==> config.mk <==
export PLATFORM = sky130hd
export DESIGN_NAME = me_ctrl
export DESIGN_NICKNAME = d
export VERILOG_FILES = /design/src/rtl/me_ctrl.sv
export SDC_FILE = /design/constraint.sdc
export NUM_CORES = 1
export LEC_CHECK = 0
export CAP_MARGIN = 20
export CORE_UTILIZATION = 35
export CTS_CLUSTER_SIZE = 30
export DETAILED_ROUTE_END_ITERATION = 16
export GPL_TIMING_DRIVEN = 1
export PLACE_DENSITY = 0.68
export SLEW_MARGIN = 20
export SYNTH_ARGS = -nofsm -noshare
export SYNTH_HDL_FRONTEND = slang
export SYNTH_SLANG_ARGS = --single-unit
==> constraint.sdc <==
create_clock -name clk -period 2.03 [get_ports clk]
set_input_delay 0.3045 -clock clk [delete_from_list [all_inputs] [get_ports clk]]
set_output_delay 0.3045 -clock clk [all_outputs]
set_load 0.1 [all_outputs]
==> src/rtl/me_ctrl.sv <==
// Memory-stage access sequencer: issues one bus cycle per load/store, stalls the pipe until ack.
// Optional bus timeout is enabled by defining ME_CTRL_TIMEOUT_EN (adds TIMEOUT_CYC parameter).
module me_ctrl #(
    parameter int ADDR_W      = 32,
    parameter int WORD_W      = 32
`ifdef ME_CTRL_TIMEOUT_EN
   ,parameter int TIMEOUT_CYC = 255
`endif
) (
    input  logic              clk,
    input  logic              clr_n,
    input  logic              i_valid,
    input  logic              i_load,
    input  logic              i_store,
    input  logic [1:0]        i_size,
    input  logic              i_sign,
    input  logic [ADDR_W-1:0] i_addr,
    input  logic [WORD_W-1:0] i_wdata,
    output logic              o_stall,
    output logic [WORD_W-1:0] o_rdata,
    output logic              o_rdata_valid,
    output logic              o_done,
    output logic              o_misalign,
    output logic              o_bus_err,
    output logic              o_mem_req,
    output logic              o_mem_we,
    output logic [ADDR_W-1:0] o_mem_addr,
    output logic [3:0]        o_mem_be,
    output logic [WORD_W-1:0] o_mem_wdata,
    input  logic              i_mem_ack,
    input  logic [WORD_W-1:0] i_mem_rdata,
    output logic [1:0]        o_dbg_state
);

    typedef enum logic [1:0] {
        S_IDLE = 2'd0,
        S_REQ  = 2'd1,
        S_DONE = 2'd2
    } state_t;

    state_t      state;
    logic [1:0]  size_q;
    logic        sign_q;
    logic [1:0]  off_q;

    logic        acc;
    logic        mis;
    logic        launch;
    logic [3:0]  be_d;
    logic [WORD_W-1:0] wdata_d;
    logic [7:0]  byte_sel;
    logic [15:0] half_sel;
    logic [WORD_W-1:0] rdata_ext;

`ifdef ME_CTRL_TIMEOUT_EN
    localparam int CNT_W = ($clog2(TIMEOUT_CYC + 1) > 8) ? $clog2(TIMEOUT_CYC + 1) : 8;
    logic [CNT_W-1:0] cnt;
`else
    assign o_bus_err = 1'b0;
`endif

    // Handshake: the ME instruction is consumed on the first cycle with i_valid=1 and
    // o_stall=0; while o_stall=1 upstream must hold i_valid and all request fields.
    assign acc    = i_valid & (i_load | i_store);
    assign mis    = ((i_size == 2'd1) & i_addr[0]) | (i_size[1] & (|i_addr[1:0]));
    assign launch = (state == S_IDLE) & acc & ~mis;

    assign o_stall     = clr_n & (launch | (state == S_REQ));
    assign o_misalign  = clr_n & (state == S_IDLE) & acc & mis;
    assign o_dbg_state = state;

    always_comb begin
        be_d    = 4'b1111;
        wdata_d = i_wdata;
        case (i_size)
            2'd0: begin
                be_d    = 4'b0001 << i_addr[1:0];
                wdata_d = {4{i_wdata[7:0]}};
            end
            2'd1: begin
                be_d    = i_addr[1] ? 4'b1100 : 4'b0011;
                wdata_d = {2{i_wdata[15:0]}};
            end
            default: begin
                be_d    = 4'b1111;
                wdata_d = i_wdata;
            end
        endcase
    end

    // Lane selection uses the offset captured at launch, not the live address.
    assign byte_sel = i_mem_rdata[{off_q, 3'b000} +: 8];
    assign half_sel = off_q[1] ? i_mem_rdata[31:16] : i_mem_rdata[15:0];

    always_comb begin
        rdata_ext = i_mem_rdata;
        case (size_q)
            2'd0:    rdata_ext = {{24{sign_q & byte_sel[7]}}, byte_sel};
            2'd1:    rdata_ext = {{16{sign_q & half_sel[15]}}, half_sel};
            default: rdata_ext = i_mem_rdata;
        endcase
    end

    always_ff @(posedge clk or negedge clr_n) begin
        if (!clr_n) begin
            state         <= S_IDLE;
            size_q        <= 2'd0;
            sign_q        <= 1'b0;
            off_q         <= 2'd0;
            o_rdata       <= '0;
            o_rdata_valid <= 1'b0;
            o_done        <= 1'b0;
            o_mem_req     <= 1'b0;
            o_mem_we      <= 1'b0;
            o_mem_addr    <= '0;
            o_mem_be      <= 4'b0;
            o_mem_wdata   <= '0;
`ifdef ME_CTRL_TIMEOUT_EN
            o_bus_err     <= 1'b0;
            cnt           <= '0;
`endif
        end else begin
            case (state)
                S_IDLE: begin
                    if (launch) begin
                        state       <= S_REQ;
                        o_mem_req   <= 1'b1;
                        o_mem_we    <= i_store;
                        o_mem_addr  <= {i_addr[ADDR_W-1:2], 2'b00};
                        o_mem_be    <= be_d;
                        o_mem_wdata <= wdata_d;
                        size_q      <= i_size;
                        sign_q      <= i_sign;
                        off_q       <= i_addr[1:0];
`ifdef ME_CTRL_TIMEOUT_EN
                        cnt         <= '0;
`endif
                    end
                end
                S_REQ: begin
                    if (i_mem_ack) begin
                        state         <= S_DONE;
                        o_mem_req     <= 1'b0;
                        o_mem_we      <= 1'b0;
                        o_done        <= 1'b1;
                        o_rdata_valid <= ~o_mem_we;
                        if (!o_mem_we) begin
                            o_rdata <= rdata_ext;
                        end
                    end
`ifdef ME_CTRL_TIMEOUT_EN
                    else if (cnt == CNT_W'(TIMEOUT_CYC - 1)) begin
                        state     <= S_DONE;
                        o_mem_req <= 1'b0;
                        o_mem_we  <= 1'b0;
                        o_done    <= 1'b1;
                        o_bus_err <= 1'b1;
                        o_rdata   <= '0;
                    end else begin
                        cnt <= cnt + 1'b1;
                    end
`endif
                end
                S_DONE: begin
                    state         <= S_IDLE;
                    o_done        <= 1'b0;
                    o_rdata_valid <= 1'b0;
`ifdef ME_CTRL_TIMEOUT_EN
                    o_bus_err     <= 1'b0;
`endif
                end
                default: state <= S_IDLE;
            endcase
        end
    end

endmodule
# Word level (Yosys, flattened, before mapping)
# Cells that the tools add are included.
[op_classes]
n_bitwise = 16
n_reduce_logical = 11
mux = 17
n_eq_ne = 6
shifts = 2
[op_table]
columns = ["operator", "count"]
rows = [
  ["$pmux 32 s2", 2],
  ["$shiftx 32x6->8", 1],
  ["$mux 16", 1],
  ["$and 1x1->1", 11],
  ["$pmux 1 s2", 4],
  ["$pmux 4 s2", 1],
  ["$eq 2x1->1 const B", 3],
  ["$logic_not 2->1", 3],
  ["$reduce_and 2->1", 3],
  ["$reduce_and 3->1", 2],
  ["$mux 1", 5],
  ["$mux 2", 2],
  ["$mux 4", 1],
  ["$ne 2x2->1 const B", 2],
  ["$pmux 2 s2", 1],
  ["$reduce_bool 2->1", 2],
  ["$shl 1x2->4 const A", 1],
  ["$or 1x1->1", 3],
  ["$eq 2x2->1 const B", 1],
  ["$not 1->1", 2],
  ["$reduce_or 2->1", 1],
]
[totals]
regBits = 109
out_inout_bits = 109
elab_cells = 64
inputBits = 105

# Logic depth before layout (Yosys ltp)
# Gate-level depths: netlist of the first run.
[logic_depth]
depth_word = 7
ltp_mapped = 6
mapped_depth_nobuf = 4

# Worst setup path after synthesis of the first run
# Ideal clock, no wire load.
[synth_timing]
path_kind = "register -> output"
from = "register state[0] (netlist: o_dbg_state[0])"
to = "output o_misalign"
setup_slack_ns = -1.099
t_arrival_ns = 2.824
required_ns = 1.725
path_buffers = 1
stages_incl_launch_ff = 5
path_cell_list = "dfrtp_1 -> nand2b_1 -> or3_1 -> buf_2 -> nor2_1"
[synth_via]
elab_chain_len = 4
[synth_lines]
columns = ["item", "line_no", "source"]
rows = [
  ["from (decl)", "41", "state_t state;"],
  ["from (signal assigned)", "106", "state <= S_IDLE;"],
  ["from (signal assigned)", "126", "state <= S_REQ;"],
  ["from (signal assigned)", "142", "state <= S_DONE;"],
  ["$logic_not 2->1", "69", "assign o_misalign = clr_n & (state == S_IDLE) & acc & mis;"],
  ["$and 1x1->1 (3 in series)", "69", ""],
  ["to (decl)", "23", "output logic o_misalign,"],
]
# No other way between the ends.

# Final worst setup path of the first run
# Ends and elaborated chain as after synthesis.

==> impl_metrics.py, run 1 <==
metrics = {
    "logic_synthesis": {
        "synth_warnings": 0,
        "synth.distinct_cells": 42,
        "yosysTopAreaCell": "dfrtp_1",
        "syn_inst": 432,
        "avgSynthCellArea_um2": 11.9,
        "synth.area.top_cells": "dfrtp_1 53%, mux2_2 19%, nand3_1 3.3%",
        "yosysSeqAreaShare_pct": 53.3,
        "synth_xor_area_share_pct": 0.171,
        "synthMuxAreaShare_pct": 23.0,
        "async_flop_share_pct": 100,
        "synth_fa_ha_area_share_pct": 0,
        "synth_compound_area_share_pct": 7.11,
        "synth_ff_type": "dfrtp_1",
        "syn_area_mm2": 0.00512,
        "synth-edff-count": 0,
        "synth_top_area_share_pct": 53.3,
        "synth_top_family_by_area": "multiplexers",
        "synth-simple-area-share_pct": 12.3,
        "ys_seq_elements": 109,
    },
    "run_status": {
        "violations": "setup timing",
        "status": "complete, but fails checks",
    },
    "place": {
        "gp_congestion": 0.838,
        "port_buffers": 210,
        "dp_hpwl_um": 11000,
    },
    "final_layout": {
        "layout_common_cells": "132 x buf_4, 106 x dfrtp_1, 103 x clkdlybuf4s50_1",
        "area_growth_pct": 50.9,
        "nets": 762,
        "fillerInstances": 1204,
        "drive_gt1_share_pct": 38.9,
        "antenna_cells": 0,
        "layout_commonest_cell": "buf_4",
    },
    "route": {
        "via_per_inst": 5.10,
        "drtIter0Drc": 199,
        "vias": 4290,
        "ant_nets": 0,
        "dr.pass1.iters": 4,
        "drc": 0,
        "wl_per_cell_um": 17.5,
        "routed_wl_um": 14700,
    },
    "timing": {
        "setup_violations": 2,
        "hold_viol": 0,
        "hold_ws_ns": 0.349,
        "rsz0062_at_grt": "true",
        "fin_crit_ns": 2.08,
        "period_share_pct": 102,
        "drv_slew": 0,
        "max_freq_ghz": 0.481,
        "slew_headroom_pct": 53.3,
        "skew_ns": 0.00800,
        "max_slew.worst_pin.slew_ns": 0.701,
        "worst_slack_ns": -0.0469,
    },
    "clocking": {
        "clkSinkCount": 109,
        "clk_latency_ns": 0.35,
        "cts_buffer_depth": 2,
        "cts_tree": "done",
        "cts_buffers": 9,
        "clk_pin_slew_ns": 0.07,
        "cts_htree_levels": 3,
        "cts-root-buf": "clkbuf_16",
    },
    "floorplan": {
        "dieArea_mm2": 0.0151,
        "ios": 214,
        "die_h_um": 123,
        "fp.coreArea_mm2": 0.0141,
        "dieWidth_um": 123,
        "initial_core_util_pct": 36.3,
        "rows": 43,
    },
    "job": {
        "maxCapViolCount": 0,
    },
    "worst_hold_path": {
        "hold_path_class": "in -> async",
    },
    "global_routing": {
        "grt_pass1_wl_um": 22400,
        "antenna_found_initial": 0,
        "grt_max_degree": 52,
        "grt_pass1_vias": 4302,
        "grt_overflow": 0,
        "grtUsageTotal_pct": 19.5,
    },
    "worst_setup_path": {
        "startpoint_type": "register",
        "rrSetupSlack_ns": 0.08,
        "endpoint_kind": "output pin",
        "cp_data_arrival_time_ns": 1.77,
        "cp.required_ns": 1.73,
        "critical_path_class": "reg -> out",
        "critPathMaxFanout": 2,
        "r2r_cells": 6,
    },
}
state kept, by name (all words and copies together), names as in the netlist, 2 cells and up:
| name | count |
|---|---|
| o_mem_addr | 30 |
| off_q | 2 |
| o_mem_wdata | 32 |
| o_dbg_state | 2 |
| o_mem_be | 4 |
| o_rdata | 32 |
| size_q | 2 |
cell type report:
cell class	instances	area, um2	area share, %
Inverter	5	18.8	0.243
Sequential cell	109	2730	35.4
Clock buffer	11	243	3.14
Tap cell	180	225	2.92
Multi-Input combinational cell	287	2230	28.9
Clock inverter	4	72.6	0.940
Timing Repair Buffer	245	2200	28.5
per-stage QoR:
stage	area, um2	TNS [ns]	utilization [%]	cells	setup WS, ns
final	7720	-0.0866	54.8	841	-0.0469
after global routing	7720	-0.172	54.8	841	-0.0908
after CTS	7690	-0.125	54.6	840	-0.0667
after detailed placement	7350	-12.69	52.1	822	-0.221
after global placement	7350	-11.85	52.1	822	-0.195
after floorplan	5160	-0.218	-	434	-0.183
worst paths after layout:
| check | from | endpoint |
|---|---|---|
| max | o_dbg_state[0] | o_misalign |
| min | clr_n | o_mem_wdata[15] |
| max reg2reg | o_dbg_state[0] | o_mem_wdata[29] |
| min reg2reg | o_mem_wdata[16] | o_mem_wdata[16] |
| max in group asynchronous | clr_n | o_mem_addr[17] |
| min in group clk | o_mem_wdata[16] | o_mem_wdata[16] |
routing by layer:
metal	track usage [%]	vias up	wire length [um]
li1	-	1988	-
met1	23.9	2094	6050
met2	31.1	192	6830
met3	6.46	16	1510
met4	8.61	0	301
met5	0	-	0
cell usage after synthesis (2+ instances only):
cell        n
inv_1       5
nor2b_1     2
a221o_1     6
mux2_1      4
nand3_1    34
buf_4       3
or4b_1      2
nand3b_1    9
nand2b_1    2
mux2_2     88
a21oi_1    11
mux2i_1    14
nor2_1     16
clkbuf_1   18
buf_6       7
or4b_2      2
buf_2       4
a21o_1      2
nand2_1    43
dfrtp_1   109
a32oi_1     6
o21ai_0    24
nor4b_1     2
critical path, stage by stage, from the launching register on:
cell and delay (ns):
dfrtp_4 0.48, nand2b_4 0.14, or3_4 0.37, buf_6 0.14
nor2_4 0.12, buf_12 0.18
cells by family after synthesis:
family,count (synthesis)
other,1
AOI/OAI and AO/OA,57
DFF,109
xor gates and xnor gates,1
and+or+nand+nor,120
buffers and inverters,38
muxes,106
what timing repair did:
item,CTS,global route
pin swaps,1,1
setup endpoints to repair,2,23
hold buffers,1,0
hold endpoints to repair,10,0
resized for setup,2,1
setup buffers,2,0
gates cloned,0,1
Power of run 1 is left out: the tool's default activity adds up to more than one toggle a clock period on the data nets, which glitch-free logic cannot reach.
==> run 2, diff against run 1 <==
--- a/config.mk
+++ b/config.mk
@@ -6,11 +6,13 @@
 export NUM_CORES = 1
 export LEC_CHECK = 0
 export CAP_MARGIN = 20
+export CORE_ASPECT_RATIO = 1.4
 export CORE_UTILIZATION = 35
 export CTS_CLUSTER_SIZE = 30
 export DETAILED_ROUTE_END_ITERATION = 16
 export GPL_TIMING_DRIVEN = 1
 export PLACE_DENSITY = 0.68
+export SETUP_SLACK_MARGIN = 0.5
 export SLEW_MARGIN = 20
 export SYNTH_ARGS = -nofsm -noshare
 export SYNTH_HDL_FRONTEND = slang
==> run 2 against run 1 <==
  * The flow still finishes with violations (setup timing)
  * Final cell count is 3.8% higher
  * Hold slack worse by 0.32 ns
  * Critical path type unchanged
  * Utilization is 8.7 points higher
  * Sequential share of layout area is 4.7 points lower
==> impl_metrics.py, run 2 (synthesis gave the netlist of run 1 again) <==
metrics = {
    "pwr": {
        "pwr-share-clk_pct": 12.9,
        "p_comb_share_pct": 63.4,
        "switching_share_pct": 56.5,
        "power_density_mw_per_mm2": 1680,
        "vdd.ir_drop.worst_mv": 1.05,
        "switchingPower_mw": 8.48,
        "pwr-share-seq_pct": 23.7,
        "p_total_mw": 15.0,
        "internal_power_mw": 6.53,
        "p_leak_nw": 4.00,
    },
    "place": {
        "dp_hpwl_um": 11100,
        "placed_cells": 821,
        "dpl_cell_area_mm2": 0.00754,
        "pre_cts_slack_ns": -0.231,
        "gp_congestion": 0.819,
        "port_buffers": 210,
    },
    "final_layout": {
        "layout_common_cells": "126 x buf_4, 103 x dfrtp_1, 102 x clkdlybuf4s50_1",
        "nets": 787,
        "fillerInstances": 1066,
        "top_regs": "o_mem_wdata x32, o_rdata x32, o_mem_addr x30",
        "area_growth_pct": 74.8,
        "multiInputGateArea_mm2": 0.00285,
        "drive_gt1_share_pct": 51.1,
        "area.sequential_mm2": 0.00274,
        "layout_commonest_cell": "buf_4",
        "instances_no_fill": 873,
        "fin_area_mm2": 0.00895,
    },
    "worst_setup_path": {
        "critPathMaxFanout": 2,
        "cp_data_arrival_time_ns": 1.79,
        "r2r_cells": 7,
        "endpoint_kind": "output pin",
        "cp.required_ns": 1.73,
        "slowest_stage": "dfrtp_4",
        "worst_path_largest_cell_delay_ns": 0.48,
        "startpoint_type": "register",
        "critical_path_class": "reg -> out",
        "crit_path_cell_trace": "nand2b_4, or3_4, buf_6, nor2_4, buf_12",
    },
    "clocking": {
        "cts_tree": "done",
        "clk_latency_ns": 0.34,
        "ctsHoldBuffers": 0,
        "clk_pin_slew_ns": 0.07,
        "cts_buffer_depth": 2,
        "cts-root-buf": "clkbuf_16",
        "clkSinkCount": 109,
        "cts_htree_levels": 3,
        "cts_buffers": 9,
    },
    "route": {
        "via_per_inst": 5.18,
        "vias": 4526,
        "routed_wl_um": 17100,
        "dr.pass1.iters": 4,
        "wl_per_cell_um": 19.5,
        "drtIter0Drc": 175,
        "drc": 0,
        "ant_nets": 0,
    },
    "job": {
        "maxCapViolCount": 0,
    },
    "global_routing": {
        "grt_max_degree": 83,
        "grt_pass1_vias": 4663,
        "grtUsageTotal_pct": 21.1,
        "grt_pass1_wl_um": 25100,
        "antenna_found_initial": 1,
        "grt_overflow": 0,
    },
    "floorplan": {
        "initial_core_util_pct": 36.3,
        "dieArea_mm2": 0.0151,
        "die_h_um": 145,
        "dieWidth_um": 104,
        "fp.coreArea_mm2": 0.0141,
        "ios": 214,
        "rows": 51,
    },
    "timing": {
        "drv_slew": 0,
        "hold_ws_ns": 0.0298,
        "period_share_pct": 103,
        "max_freq_ghz": 0.478,
        "hold_viol": 0,
        "skew_ns": 0.00512,
        "rsz0062_at_grt": "true",
        "setup_violations": 19,
        "fin_crit_ns": 2.09,
        "worst_slack_ns": -0.0616,
    },
    "run_status": {
        "status": "complete, but fails checks",
        "violations": "setup timing",
    },
    "worst_hold_path": {
        "hold_path_class": "in -> async",
    },
}
[run 2: cell count changes in the layout (fill, tap and decap cells not counted), sizes merged]
cell	before	now
dlygate4sd2	0	1
clkinv	1	2
buf	140	157
dlygate4sd3	1	0
clkdlybuf4s50	103	102
diode	0	1
inv	5	7
clkbuf	12	19
[run 2: power by group through the flow]
stage	combinational (mW)	sequential, mW	clock, mW
5_1_grt	9.77	3.65	2.07
2_1_floorplan	1.48	8.91	0
3_3_place_gp	8.81	3.52	0
3_5_place_dp	8.90	3.54	0
6_report	9.51	3.55	1.94
4_1_cts	9.18	3.50	1.99
[run 2: worst paths after layout]
| path | startpoint | to | slack, ns |
|---|---|---|---|
| worst max register to register | o_dbg_state[0] | o_mem_wdata[9] | -0.03 |
| max in group asynchronous | clr_n | o_mem_addr[10] | 1.63 |
| worst min-delay path | clr_n | o_mem_wdata[15] | 0.03 |
| min in group clk | o_rdata[24] | o_rdata[24] | 0.50 |
| worst min register to register | o_rdata[24] | o_rdata[24] | 0.50 |
| worst max-delay path | o_dbg_state[0] | o_misalign | -0.06 |
[run 2: metal layers]
layer / track usage [%] / part of all wire [%]
met5: 0 / 0
met2: 37.4 / 53
met3: 5.48 / 6.2
met1: 23.8 / 37
met4: 8.50 / 3.6
[run 2: layout make-up]
cell class                      count  area share [%]
Clock buffer                        9            2.52
Antenna cell                        1          0.0280
Tap cell                          185            2.59
Inverter                            5           0.210
Multi-Input combinational cell    287            31.9
Sequential cell                   109            30.6
Timing Repair Buffer              270            30.9
Clock inverter                      7            1.20
[run 2: repair_timing]
| item | in CTS | in global routing |
|---|---|---|
| setup endpoints to repair | 110 | 110 |
| pin swaps | 3 | 23 |
| resized for setup | 52 | 80 |
| buffers inserted | 8 | 13 |
| cloned | 4 | 10 |
[run 2: metrics by stage]
step	setup TNS, ns	utilization (%)
after global routing	-2.66	63.5
after CTS	-0.752	58.6
after floorplan	-0.668	-
after global placement	-10.57	53.5
final	-0.409	63.5
after detailed placement	-12.43	53.5
[run 2: critical path: cells and delay by family (launching register included)]
| family | cells | cell delay, ns |
|---|---|---|
| buf+inv | 2 | 0.32 |
| simple gates | 3 | 0.64 |
| flops | 1 | 0.48 |
Power figures use the tool's default switching activity.
==> run 3, diff against run 2 <==
--- a/config.mk
+++ b/config.mk
@@ -8,9 +8,11 @@
 export CAP_MARGIN = 20
 export CORE_ASPECT_RATIO = 1.4
 export CORE_UTILIZATION = 35
+export CTS_BUF_LIST = sky130_fd_sc_hd__clkbuf_4 sky130_fd_sc_hd__clkbuf_8 sky130_fd_sc_hd__clkbuf_16
 export CTS_CLUSTER_SIZE = 30
 export DETAILED_ROUTE_END_ITERATION = 16
 export GPL_TIMING_DRIVEN = 1
+export MAX_ROUTING_LAYER = met4
 export PLACE_DENSITY = 0.68
 export SETUP_SLACK_MARGIN = 0.5
 export SLEW_MARGIN = 20
==> constraint.sdc (replaced) <==
create_clock -name clk -period 2.3 [get_ports clk]
set_input_delay 0.345 -clock clk [delete_from_list [all_inputs] [get_ports clk]]
set_output_delay 0.345 -clock clk [all_outputs]
set_load 0.1 [all_outputs]
==> run 3 against run 2 <==
  * The flow now finishes without violations
  * Die area did not move
  * Critical endpoint is now o_stall
  * Sequential power shrank 13%
  * Critical path depth unchanged
  * Highest routed layer unchanged
  * Clock power shrank 21%
==> impl_metrics.py, run 3 (synthesis gave the netlist of run 1 again) <==
metrics = {
    "run_status": {
        "status": "finished, final reports clean",
    },
    "global_routing": {
        "grt_pass1_wl_um": 25800,
        "grt_max_degree": 89,
        "antenna_found_initial": 0,
        "grtUsageTotal_pct": 22.4,
        "grt_pass1_vias": 4699,
        "grt_overflow": 0,
    },
    "place": {
        "placed_cells": 817,
        "dpl_cell_area_mm2": 0.00744,
        "dp_hpwl_um": 11000,
        "pre_cts_slack_ns": -0.0183,
        "port_buffers": 210,
        "gp_congestion": 0.829,
    },
    "worst_hold_path": {
        "hold_path_class": "in -> async",
    },
    "route": {
        "vias": 4354,
        "wl_per_cell_um": 18.7,
        "routed_wl_um": 16000,
        "via_per_inst": 5.10,
        "dr.pass1.iters": 4,
        "drc": 0,
        "drtIter0Drc": 101,
        "ant_nets": 0,
    },
    "clocking": {
        "cts-root-buf": "clkbuf_16",
        "cts_htree_levels": 3,
        "cts_tree": "done",
        "cts_buffers": 9,
        "clk_pin_slew_ns": 0.08,
        "clk_latency_ns": 0.35,
        "cts_buffer_depth": 2,
        "clkSinkCount": 109,
    },
    "job": {
        "maxCapViolCount": 0,
    },
    "floorplan": {
        "fp.coreArea_mm2": 0.0141,
        "die_h_um": 145,
        "rows": 51,
        "initial_core_util_pct": 36.3,
        "dieArea_mm2": 0.0151,
        "ios": 214,
        "dieWidth_um": 104,
    },
    "final_layout": {
        "antenna_cells": 0,
        "layout_common_cells": "120 x buf_4, 105 x dfrtp_1, 103 x clkdlybuf4s50_1",
        "fin_area_mm2": 0.00824,
        "fillerInstances": 1194,
        "drive_gt1_share_pct": 41.1,
        "instances_no_fill": 854,
        "layout_commonest_cell": "buf_4",
        "nets": 769,
        "area_growth_pct": 60.9,
        "top_regs": "o_mem_wdata x32, o_rdata x32, o_mem_addr x30",
    },
    "worst_setup_path": {
        "rrSetupSlack_ns": 0.19,
        "r2r_cells": 7,
        "startpoint_type": "register",
        "timing.rr.end": "o_mem_addr[4]",
        "critical_path_class": "reg -> out",
        "cp.required_ns": 1.96,
        "endpoint_kind": "output pin",
        "timing.rr.start": "o_dbg_state[0]",
        "critPathMaxFanout": 2,
        "cp_data_arrival_time_ns": 1.80,
    },
    "timing": {
        "max_slew.worst_pin.slew_ns": 0.667,
        "max_freq_ghz": 0.466,
        "hold_viol": 0,
        "slew_headroom_pct": 55.3,
        "period_share_pct": 93.4,
        "rsz0062_at_grt": "true",
        "setup_violations": 0,
        "skew_ns": 0.0118,
        "worst_slack_ns": 0.152,
        "fin_setup_tns_ns": 0,
        "drv_slew": 0,
        "fin_crit_ns": 2.15,
    },
    "pwr": {
        "p_leak_nw": 3.73,
        "p_total_mw": 12.6,
        "vdd.ir_drop.worst_mv": 0.792,
        "power_density_mw_per_mm2": 1530,
    },
}
[run 3: worst max path at each step]
stage / endpoint / cells after the start / startpoint / slack (ns)
floorplan: o_stall / 6 / o_dbg_state[0] / 0.05
global placement: o_mem_addr[25] / 6 / i_store / 0.02
detailed placement: o_mem_addr[16] / 6 / i_valid / -0.02
CTS: o_misalign / 5 / o_dbg_state[0] / 0.13
global route: o_stall / 5 / o_dbg_state[0] / 0.11
finish: o_stall / 5 / o_dbg_state[0] / 0.15
[run 3: per-stage QoR]
stage	hold slack, ns	utilization, %
global placement	0.274	52.7
global route	0.106	58.4
finish	0.0625	58.4
floorplan	0.0494	-
detailed placement	0.281	52.7
CTS	0.119	58.3
[run 3: critical path, cell delays in order, from the launching register on]
cell and delay [ns]:
dfrtp_4 0.49, nand2b_4 0.14, or3_4 0.37, nor2_8 0.14, o21a_4 0.15, buf_12 0.17
[run 3: what timing repair did]
item / in CTS / in global routing
pin swaps: 1 / 2
hold buffers: 1 / 0
setup buffers: 10 / 1
resized for setup: 36 / 6
setup endpoints to repair: 76 / 83
hold endpoints to repair: 21 / 0
cloned: 9 / 0
[run 3: cell type report]
cell class	count	area, um2	share of cell area [%]
multi-input cells	287	2450	29.7
repair buffers	252	2510	30.5
well taps	185	231	2.81
inverters	5	18.8	0.228
clock buffers	11	246	2.99
flip-flops and latches	109	2740	33.3
clock inverters	5	43.8	0.532
[run 3: metal layers]
metal | vias up | part of all wire, % | global-route usage (%)
met3 | 21 | 5.3 | 4.67
met2 | 161 | 54 | 39.5
li1 | 2008 | - | -
met1 | 2164 | 38 | 24.9
met5 | - | 0 | -
met4 | 0 | 2.3 | 7.86
[run 3: where the power goes]
group / internal [mW] / switching [mW]
registers: 2.61 / 0.488
clock network: 0.792 / 0.735
logic: 1.99 / 6.01
